$ cat config.mk
export PLATFORM = sky130hd
export DESIGN_NAME = pll_lock_supervisor
export DESIGN_NICKNAME = d
export VERILOG_FILES = /design/src/rtl/pll_lock_supervisor.sv
export SDC_FILE = /design/constraint.sdc
export NUM_CORES = 1
export LEC_CHECK = 0
export CAP_MARGIN = 5
export CORE_MARGIN = 2
export CORE_UTILIZATION = 57
export DETAILED_ROUTE_END_ITERATION = 8
export GPL_ROUTABILITY_DRIVEN = 0
export PLACE_DENSITY = 0.77
export SYNTH_ARGS = -nofsm -noshare
export SYNTH_HDL_FRONTEND = slang
export SYNTH_SLANG_ARGS = --single-unit
$ cat constraint.sdc
create_clock -name clk -period 3.07 [get_ports clk]
set_clock_uncertainty 0.15 [all_clocks]
set_input_delay 0.307 -clock clk [delete_from_list [all_inputs] [get_ports clk]]
set_output_delay 0.307 -clock clk [all_outputs]
set_load 0.01 [all_outputs]
$ cat src/rtl/pll_lock_supervisor.sv
// pll_lock_supervisor: sequences the rPLL reset, qualifies LOCK and gates the downstream reset.
// Optional macro LOCK_LOSS_COUNTER_EN adds a saturating 16-bit lock-loss counter output.
module pll_lock_supervisor #(
    parameter int unsigned RST_CYCLES          = 16,
    parameter int unsigned LOCK_STABLE_CYCLES  = 1024,
    parameter int unsigned LOCK_TIMEOUT_CYCLES = 65536,
    parameter int unsigned MAX_RETRIES         = 4,
    parameter int unsigned CNT_W               = 17
) (
    input  logic        clk,
    input  logic        rst,
    input  logic        pll_lock_i,
    input  logic        relock_req_i,
    output logic        pll_rst_o,
    output logic        clk_ready_o,
    output logic        downstream_rst_o,
    output logic        fault_o,
    output logic [2:0]  retry_cnt_o,
`ifdef LOCK_LOSS_COUNTER_EN
    output logic [15:0] lock_loss_cnt_o,
`endif
    output logic [2:0]  state_o
);

    localparam logic [2:0] S_RESET_PLL = 3'd0;
    localparam logic [2:0] S_WAIT_LOCK = 3'd1;
    localparam logic [2:0] S_STABLE    = 3'd2;
    localparam logic [2:0] S_RUN       = 3'd3;
    localparam logic [2:0] S_FAULT     = 3'd4;

    localparam logic [CNT_W-1:0] RST_LAST     = CNT_W'(RST_CYCLES - 1);
    localparam logic [CNT_W-1:0] STABLE_LAST  = CNT_W'(LOCK_STABLE_CYCLES - 1);
    localparam logic [CNT_W-1:0] TIMEOUT_LAST = CNT_W'(LOCK_TIMEOUT_CYCLES - 1);
    localparam logic [2:0]       RETRY_MAX    = 3'(MAX_RETRIES);

    logic             lock_meta;
    logic             lock_s;
    logic [CNT_W-1:0] cnt;
    logic [CNT_W-1:0] cnt_nxt;
    logic [2:0]       state_nxt;
    logic [2:0]       retry_nxt;
    logic             lock_lost;

    always_ff @(posedge clk or posedge rst) begin
        if (rst) begin
            lock_meta <= 1'b0;
            lock_s    <= 1'b0;
        end else begin
            lock_meta <= pll_lock_i;
            lock_s    <= lock_meta;
        end
    end

    always_comb begin
        state_nxt = state_o;
        retry_nxt = retry_cnt_o;
        cnt_nxt   = cnt;
        lock_lost = 1'b0;
        if (relock_req_i) begin
            state_nxt = S_RESET_PLL;
            retry_nxt = '0;
        end else begin
            case (state_o)
                S_RESET_PLL: begin
                    cnt_nxt = cnt + 1'b1;
                    if (cnt == RST_LAST) state_nxt = S_WAIT_LOCK;
                end
                S_WAIT_LOCK: begin
                    cnt_nxt = cnt + 1'b1;
                    if (lock_s) begin
                        state_nxt = S_STABLE;
                    end else if (cnt == TIMEOUT_LAST) begin
                        if (retry_cnt_o < RETRY_MAX) begin
                            retry_nxt = retry_cnt_o + 3'd1;
                            state_nxt = S_RESET_PLL;
                        end else begin
                            state_nxt = S_FAULT;
                        end
                    end
                end
                S_STABLE: begin
                    cnt_nxt = cnt + 1'b1;
                    if (!lock_s) begin
                        state_nxt = S_WAIT_LOCK;
                    end else if (cnt == STABLE_LAST) begin
                        state_nxt = S_RUN;
                        retry_nxt = '0;
                    end
                end
                S_RUN: begin
                    if (!lock_s) begin
                        state_nxt = S_RESET_PLL;
                        lock_lost = 1'b1;
                    end
                end
                S_FAULT: ;
                default: state_nxt = S_RESET_PLL;
            endcase
        end
        // A request in RESET_PLL does not change state but must still restart the pulse.
        if (relock_req_i || (state_nxt != state_o)) cnt_nxt = '0;
    end

    always_ff @(posedge clk or posedge rst) begin
        if (rst) begin
            state_o          <= S_RESET_PLL;
            cnt              <= '0;
            retry_cnt_o      <= '0;
            pll_rst_o        <= 1'b1;
            clk_ready_o      <= 1'b0;
            downstream_rst_o <= 1'b1;
            fault_o          <= 1'b0;
        end else begin
            state_o          <= state_nxt;
            cnt              <= cnt_nxt;
            retry_cnt_o      <= retry_nxt;
            pll_rst_o        <= (state_nxt == S_RESET_PLL) || (state_nxt == S_FAULT);
            clk_ready_o      <= (state_nxt == S_RUN);
            downstream_rst_o <= (state_nxt != S_RUN);
            fault_o          <= (state_nxt == S_FAULT);
        end
    end

`ifdef LOCK_LOSS_COUNTER_EN
    always_ff @(posedge clk or posedge rst) begin
        if (rst) begin
            lock_loss_cnt_o <= '0;
        end else if (lock_lost && (lock_loss_cnt_o != 16'hFFFF)) begin
            lock_loss_cnt_o <= lock_loss_cnt_o + 16'd1;
        end
    end
`else
    logic unused_lock_lost;
    assign unused_lock_lost = lock_lost;
`endif

endmodule
# After elaboration in Yosys (flattened, before gate mapping)
# Index checks and enable logic that the tools add are counted.
totals:
  input_bits: 4
  regBits: 29
  output_inout_bits: 10
  elab_cells: 57
op_classes:
  n_reduce_logical: 9
  add_sub_neg: 2
  order_cmp: 1
  n_eq_ne: 17
  muxes: 19
ops:
  columns: ["cell", "n"]
  rows:
  - ["two-way mux 17 bit", 3]
  - ["two-way mux 3 bit", 14]
  - ["adder 17 x 1 -> 17 bit, second input constant", 1]
  - ["equality test 17 x 10 -> 1 bit, second input constant", 1]
  - ["equality test 17 x 16 -> 1 bit, second input constant", 1]
  - ["equality test 17 x 4 -> 1 bit, second input constant", 1]
  - ["!= test 3 bit, second input constant", 5]
  - ["one-hot mux 3 bit (5 select lines)", 1]
  - ["equality test 3 x 2 -> 1 bit, second input constant", 3]
  - ["equality test 3 bit, second input constant", 2]
  - ["logical NOT 3 bit", 2]
  - ["one-hot mux 3 bit (2 select lines)", 1]
  - ["AND reduction 6 bit", 1]
  - ["adder 3 x 1 -> 3 bit, second input constant", 1]
  - ["equality test 3 x 1 -> 1 bit, second input constant", 1]
  - ["< comparator 3 bit, second input constant", 1]
  - ["!= test 3 x 2 -> 1 bit, second input constant", 1]
  - ["!= test 3 bit", 1]
  - ["nonzero test 3 bit", 1]
  - ["OR reduction 3 bit", 1]
  - ["logical OR 1 bit", 2]
  - ["!= test 2 x 1 -> 1 bit, second input constant", 1]
  - ["AND reduction 2 bit", 1]
  - ["nonzero test 2 bit", 1]

# Depth between registers and ports, before layout
# Gate-level depths: netlist of run 1.
depth:
  word_depth: 10
  mapped_depth: 11
  mapped_depth_nobuf: 10

# Least setup slack after synthesis of run 1
# Ideal clock, no wire load.
synth_path:
  path_kind: "register to register"
  from: "register cnt[6]"
  to: "register cnt[14]"
  n_path_buf: 1
  stages_incl_launch_ff: 11
  arrival_time_ns: 2.297
  setup_ns: 0.097
  slack_ns: 0.526
  cell_sequence: "dfrtp_1 -> nand4_2 -> nor3_1 -> and3_1 -> ha_1 -> nor3b_2 -> o311ai_4 -> o32ai_2 -> a211o_4 -> buf_6 -> nor4_2"
synth_between:
  elab_chain_len: 9
  word_cells_on_any_way: 19
  classes_between: "add/sub: 1; eq/ne: 5; mux: 10; reduce/logical: 3"
synth_rtl:
  columns: ["item", "line", "text"]
  rows:
  - ["start, declared", "38", "logic [CNT_W-1:0] cnt;"]
  - ["start signal, assigned", "115", "cnt <= cnt_nxt;"]
  - ["equality test 17 x 10 -> 1 bit / equality test 17 x 16 -> 1 bit (equally long branches)", "85, 72", null]
  - ["two-way mux 3 bit, on equally long branches", "85, 72", null]
  - ["two-way mux 3 bit, on equally long branches", "83, 70", null]
  - ["one-hot mux 3 bit (5 select lines)", "63", "case (state_o)"]
  - ["two-way mux 3 bit", "59", "if (relock_req_i) begin"]
  - ["!= test 3 bit", "101", "if (relock_req_i || (state_nxt != state_o)) cnt_nxt = '0;"]
  - ["logical OR 1 bit", "101", null]
  - ["!= test 2 x 1 -> 1 bit (no line) / nonzero test 2 bit (equally long branches)", null, null]
  - ["AND reduction 2 bit (no line)", null, null]
# Parallel ways exist; a longest one is shown, timed or not. The select of a mux whose other input is x is not followed.
# A chain may end at the register's enable or synchronous reset.

# Worst setup path after layout of run 1
layout_path:
  from: "register cnt[0]"
  to: "register cnt[10]"
# Same word-level chain as after synthesis.

==> key figures, run 1 <==
Status
  • Result of the run: completed

Placement
  • Cell count after placement: between 200 and 250
  • Final HPWL DP: 2.331 mm
  • Count of buffers from port buffering: 13
  • Area after detailed placement: approximately 1800 um2

Timing
  • Share of the clock period used by the worst path after layout: 0.9315
  • Worst-Margin Slew: a little under 0.5 ns
  • Fin. Hold Viols: 0
  • F_max: 349.7 MHz
  • Fin Setup TNS: 0 ns
  • Final setup viols: 0
  • Post-route minimum period: 2.860 ns
  • RSZ-0062 raised after global routing: false
  • Slew Viols, Final: 0
  • Worst slew margin: 0.6677

Routing
  • Number of DRC violations after detailed-routing iteration 0: 35
  • Number of nets still failing antenna checks after routing: 0
  • DRC violation count after routing: 0
  • Routed wire length: roughly 3.2 mm
  • First-pass detailed-route iteration total: 4
  • Vias post-DR: 1257
  • Post-detailed-route via-to-cell ratio: approximately 6.0
  • Mean routed wirelength per cell: between 15 and 20 um

Synthesis
  • Post-synthesis cell area: ~1700 um2
  • Ranking of synthesized cells by area: dfrtp_1 41%, nor4_2 7.5%, xnor2_1 4.8%
  • Total number of yosys warnings: 0
  • Average cell area after synthesis: a little over 10 um2
  • Mapped Nets: between 150 and 200
  • Count of flip-flops with a built-in enable after synthesis: 0
  • Most used flip-flop cell after synthesis: dfrtp_1
  • Sequential-to-total area share from yosys stat: 0.4389
  • Distinct cells, synth: 40
  • Register bit total from synthesis: 29
  • Share of async-settable or async-resettable flops after synthesis: 1.000
  • Count of mapped cells out of synthesis: 162
  • Area share of the largest cell type after synthesis: 0.4072
  • Yosys top cell by area: dfrtp_1

Final layout
  • Fin cells: 209
  • Most common library cell in the layout ignoring fill and taps: dfrtp_1
  • Area growth from synthesis to layout: 12.90%
  • Most frequent cells in the layout: 27 x dfrtp_1, 15 x nor2_1, 14 x nand2_1
  • Final cell area excluding filler cells: roughly 1900 um2
  • # nets final: about 180
  • Number of diodes added for antenna fixing: 0
  • Share of post-route cells with drive strength above 1: 0.1798
  • Layout fillers: around 230

Floorplan
  • Starting Density: 0.6016
  • Die boundary height: between 50 and 60 um
  • Row cnt: 19
  • IO Count: 14
  • Core outline area: roughly 2800 um2
  • Die area: 3358 um2
  • Horizontal extent of the die: ~58 um

Critical path
  • Maximum fanout along the worst path: 17
  • Crit path capture type: register
  • Critical path launch point: cnt[0]$_DFFE_PP0P_
  • FF-to-FF Start: cnt[0]$_DFFE_PP0P_
  • Setup crit start kind: register
  • Required time at the worst-slack endpoint: about 3.1 ns
  • Arrival time at the worst endpoint: 2.92 ns
  • Crit Path Class: reg -> reg

Flow run
  • Max_cap viols: 0

CTS
  • TritonCTS Sinks: 29
  • CTS resizes: 0
  • Number of CTS-inserted buffers: 5
  • Count of hold buffers inserted by post-cts repair: 0
  • Setup bufs post-CTS: 0
  • Buffer type at the clock tree root: clkbuf_4
  • Latest clock arrival within the worst-skew pair: 0.32 ns
  • Number of levels in the clock H-tree: 2
  • Worst-path clk slew: approximately 0.090 ns
  • Clock tree from TritonCTS: done
  • Number of buffers between clock root and the deepest sink: 2

Power and ir drop
  • P per Cell Area: about 400 nW/um2
  • Leak Pwr: 0.0007864 uW
  • Maximum ir drop on the vdd rail: ~0.37 mV

Global routing
  • Via count of the first global-routing pass: 1269
  • Grt met1 use: 0.2870
  • GR Overflow Total: 0
  • Pin count of the biggest net entering global routing: 18
  • Met2 usage in global routing: 0.3604
  • Total track usage: 0.2283
  • Global-route wire length before repair: approximately 5.6 mm
  • Met3 demand-to-capacity share in global routing: 0.06696
  • Global-route layer with the greatest usage: met2
  • Initial antenna violation count: 0

Hold path
  • Worst hold path type: in -> async
==> flip-flops by register name, summed over array words and instances, names as in the netlist <==
signal and cells:
pll_rst_o 1, fault_o 1, lock_meta 1, clk_ready_o 1, lock_s 1, retry_cnt_o 3
cnt 17, downstream_rst_o 1, state_o 3
==> worst paths after layout <==
path                                       end  slack [ns]  cells past startpoint
max                        cnt[10]$_DFFE_PP0P_        0.21                     10
min                         cnt[5]$_DFFE_PP0P_        0.14                      2
max reg2reg                cnt[10]$_DFFE_PP0P_        0.21                     10
min reg2reg                   lock_s$_DFF_PP0_        0.20                      0
max in group asynchronous  cnt[10]$_DFFE_PP0P_        2.04                      3
min in group clk              lock_s$_DFF_PP0_        0.20                      0
==> metrics by stage <==
stage          setup slack, ns  utilization  total power [uW]  hold WS (ns)
2_1_floorplan           0.5257            -             475.2        0.1812
3_3_place_gp            0.4019       0.6515             500.6        0.1829
3_5_place_dp            0.2835       0.6515             505.7        0.1918
4_1_cts                 0.2461       0.6770             768.7        0.1347
5_1_grt                0.03133       0.6792             793.6        0.1842
6_report                0.2103       0.6792             756.6        0.1369
==> power by group <==
group	internal, uW	total, uW	switching [uW]
Combinational	40.0	90.1	50.1
Sequential	394	407	12.9
Clock	133	259	127
Total	567	757	190
==> critical path: stages (launching register included) <==
cell      delay [ns]
dfrtp_1         0.40
ha_1            0.19
nand3_1         0.18
nor2_1          0.17
and3_1          0.17
ha_1            0.21
nor3b_2         0.08
o311ai_4        0.30
o32ai_2         0.15
a211o_4         0.40
nor4_2          0.36
==> Yosys cell counts (all sizes together) (2+ instances only) <==
cell	number
nor4	21
nand2	14
ha	3
a211o	2
nor2	15
nand3	9
dfstp	2
dfrtp	27
clkbuf	4
xor2	6
nand4	3
and3	3
nor3	6
nor2b	2
xnor2	9
inv	9
a21oi	5
buf	4
==> final cells by class <==
cell class                      instances  area [um2]  share of cell area
Clock buffer                            7       65.06             0.03474
Tap cell                               31       38.79             0.02071
Clock inverter                          1       5.005            0.002672
Sequential cell                        29       728.2              0.3888
Inverter                                9       33.78             0.01804
Timing Repair Buffer                   16       152.6             0.08150
Multi-Input combinational cell        116       849.6              0.4536
==> routing by layer <==
metal	share of wire	wire length (um)
met1	0.45	1459
met2	0.51	1639
met3	0.029	92
met4	0.0090	29
met5	0	0
==> cell families after synthesis <==
family,after synthesis,synth area share
fa+ha+maj,3,0.02263
flops,29,0.4389
xor+xnor,15,0.07919
compound gates,16,0.09503
simple gates,80,0.2986
mux,2,0.01282
buf+inv,17,0.05278
(Power assumes the default switching activity.)
==> inputs of run 2 (changes only) <==
RECOVER_POWER = 100   (was unset)
==> run 2 against run 1 <==
Register-to-register slack hardly changed. Critical path depth fell by 1. Count of clock-buffer cells in the layout is the same. Sequential cell count unchanged. Sequential power hardly changed. Power fell by 0.84%. Utilization is 2.5 points lower. Wire length rose by 0.78%. Sequential share of layout area is 1.5 points higher. Non-clock buffer count is the same. Die area did not move.
==> key figures, run 2 (same netlist as run 1, synthesis figures left out) <==
Status
  • Result of the run: completed

CTS
  • TritonCTS Sinks: 29 (unchanged)
  • Number of CTS-inserted buffers: 5 (unchanged)
  • Number of levels in the clock H-tree: 2 (unchanged)
  • Clock tree from TritonCTS: done
  • CTS resizes: 0 (unchanged)
  • Number of buffers between clock root and the deepest sink: 2 (unchanged)
  • Latest clock arrival within the worst-skew pair: 0.33 ns (about the same)
  • Setup bufs post-CTS: 0 (unchanged)
  • Count of hold buffers inserted by post-cts repair: 0 (unchanged)
  • Worst-path clk slew: 0.09 ns (about the same)
  • Buffer type at the clock tree root: clkbuf_4

Critical path
  • Crit path capture type: register
  • Arrival time at the worst endpoint: 2.93 ns (about the same)
  • Setup crit start kind: register
  • Logic depth of the worst register-to-register path: 9 (-1)
  • FF-to-FF Start: cnt[0]$_DFFE_PP0P_
  • Critical path launch point: cnt[0]$_DFFE_PP0P_
  • Maximum fanout along the worst path: 17 (unchanged)
  • Capture point of the worst reg-to-reg path: cnt[10]$_DFFE_PP0P_
  • Reg2Reg Setup Slack: 0.21 ns (about the same)
  • Crit Path Class: reg -> reg
  • Setup crit end: cnt[10]$_DFFE_PP0P_
  • Required time at the worst-slack endpoint: 3.14 ns (about the same)

Final layout
  • Final design utilization: 0.6538 (-0.02541)
  • Top Registers: cnt x17, retry_cnt_o x3, state_o x3
  • Largest register by flop count: cnt
  • Most frequent cells in the layout: 27 x dfrtp_1, 18 x nor4_1, 15 x nor2_1
  • Number of diodes added for antenna fixing: 0 (unchanged)
  • Final cell area excluding filler cells: 1803 um2 (-3.7%)
  • Combined area of the multi-input logic cells: 783.3 um2 (-7.8%)
  • Share of post-route cells with drive strength above 1: 0.1124 (-0.06742)
  • Most common library cell in the layout ignoring fill and taps: dfrtp_1
  • Layout fillers: 250 (+7.8%)
  • Max FFs per register: 17 (unchanged)
  • # nets final: 184 (unchanged)
  • Reg area: 728.2 um2 (unchanged)
  • Area growth from synthesis to layout: 8.673%

Routing
  • Mean routed wirelength per cell: 15.53 um (+0.78%)
  • Vias post-DR: 1256 (-0.080%)
  • First-pass detailed-route iteration total: 4 (unchanged)
  • Number of nets still failing antenna checks after routing: 0 (unchanged)
  • Post-detailed-route via-to-cell ratio: 6.010 (about the same)
  • Number of DRC violations after detailed-routing iteration 0: 32 (-8.6%)
  • Routed wire length: 3.246 mm (+0.78%)
  • DRC violation count after routing: 0 (unchanged)

Power and ir drop
  • Switching fraction of total power: 0.2511 (+0.0003481)
  • Combinational Power Share: 0.109 (-0.010)
  • P per Cell Area: 416.1 nW/um2 (+3.0%)
  • Total power after layout: 750.2 uW (-0.84%)
  • Maximum ir drop on the vdd rail: 0.3592 mV (-2.7%)
  • Psw: 188.4 uW (-0.70%)
  • Leak Pwr: 0.0007913 uW (+0.61%)
  • Share of power burned in the clock network: 0.349 (+0.006)
  • Pint: 561.8 uW (-0.89%)
  • Share of power burned in registers: 0.542 (+0.004)

Global routing
  • Global-route layer with the greatest usage: met2
  • Global-route wire length before repair: 5.630 mm (unchanged)
  • Pin count of the biggest net entering global routing: 18 (unchanged)
  • Total track usage: 0.2283 (unchanged)
  • Met3 demand-to-capacity share in global routing: 0.06696 (unchanged)
  • Grt met1 use: 0.2870 (unchanged)
  • Via count of the first global-routing pass: 1269 (unchanged)
  • GR Overflow Total: 0 (unchanged)
  • Initial antenna violation count: 0 (unchanged)
  • Met2 usage in global routing: 0.3604 (unchanged)

Timing
  • F_max: 349.1 MHz (-0.17%)
  • Post-route minimum period: 2.864 ns (+0.004790 ns)
  • Min Hold Slack: 0.2011 ns (+0.06413 ns)
  • Share of the clock period used by the worst path after layout: 0.9331 (+0.001560)
  • Fin. Hold Viols: 0 (unchanged)
  • Slew Viols, Final: 0 (unchanged)
  • Fin Setup TNS: 0 ns (unchanged)
  • Final setup viols: 0 (unchanged)
  • Worst-Margin Slew: 0.8394 ns (+0.3448 ns)
  • Worst slew margin: 0.4404 (-0.2274)
  • RSZ-0062 raised after global routing: false

Hold path
  • Worst hold path type: reg -> reg
  • Launch instance of the worst min-delay path: lock_meta$_DFF_PP0_

Placement
  • Count of buffers from port buffering: 13 (unchanged)
  • Area after detailed placement: 1797 um2 (unchanged)
  • Final HPWL DP: 2.331 mm (unchanged)

Floorplan
  • Horizontal extent of the die: 57.95 um (unchanged)
  • IO Count: 14 (unchanged)
  • Core outline area: 2758 um2 (unchanged)
  • Die boundary height: 57.95 um (unchanged)
  • Starting Density: 0.6016 (unchanged)
  • Row cnt: 19 (unchanged)
  • Die area: 3358 um2 (unchanged)

Flow run
  • Max_cap viols: 0 (unchanged)
run 2: changes by cell type in the layout (fill, tap and decap cells not counted), sizes merged:
cell / change
buf: -1
clkbuf: +1
clkdlybuf4s50: -13
dlygate4sd3: +13
run 2: stage by stage:
step / worst slack [ns] / cells
floorplan: 0.5257 / 162
global placement: 0.4019 / 201
detailed placement: 0.2835 / 201
CTS: 0.2461 / 209
global route: 0.03645 / 209
finish: 0.2055 / 209
run 2: worst max-delay path, stage by stage (launching register included):
cell and delay (ns):
dfrtp_1 0.42, ha_1 0.23, nand3_1 0.17, nor2_1 0.08, and3_1 0.17, ha_1 0.21, nor3b_1 0.37, o311ai_4 0.14
a211o_4 0.47, nor4_2 0.35
run 2: worst min path at each step:
stage	to	depth (start not counted)	slack, ns
after detailed placement	lock_s$_DFF_PP0_	0	0.19
after global placement	lock_s$_DFF_PP0_	0	0.18
final	lock_s$_DFF_PP0_	0	0.20
after global routing	lock_s$_DFF_PP0_	0	0.21
after CTS	cnt[5]$_DFFE_PP0P_	2	0.13
after floorplan	lock_s$_DFF_PP0_	0	0.18
run 2: cell type report:
cell class	count	area share
clock buffers	7	0.03609
clock inverters	1	0.002776
inverters	9	0.01874
multi-input cells	116	0.4344
flip-flops and latches	29	0.4039
well taps	31	0.02151
repair buffers	16	0.08258
run 2: power groups by stage:
stage | registers, uW | logic [uW] | clock network (uW)
6_report | 407 | 81.5 | 262
3_5_place_dp | 415 | 91.1 | 0
5_1_grt | 409 | 91.6 | 284
2_1_floorplan | 414 | 60.7 | 0
4_1_cts | 407 | 91.3 | 270
3_3_place_gp | 414 | 87.0 | 0
run 2: routing by layer:
layer	share of wire	wire, um	up-vias
met5	0	0	-
met4	0.016	53	0
met3	0.027	87	4
met2	0.48	1560	13
met1	0.48	1545	631
li1	-	-	608
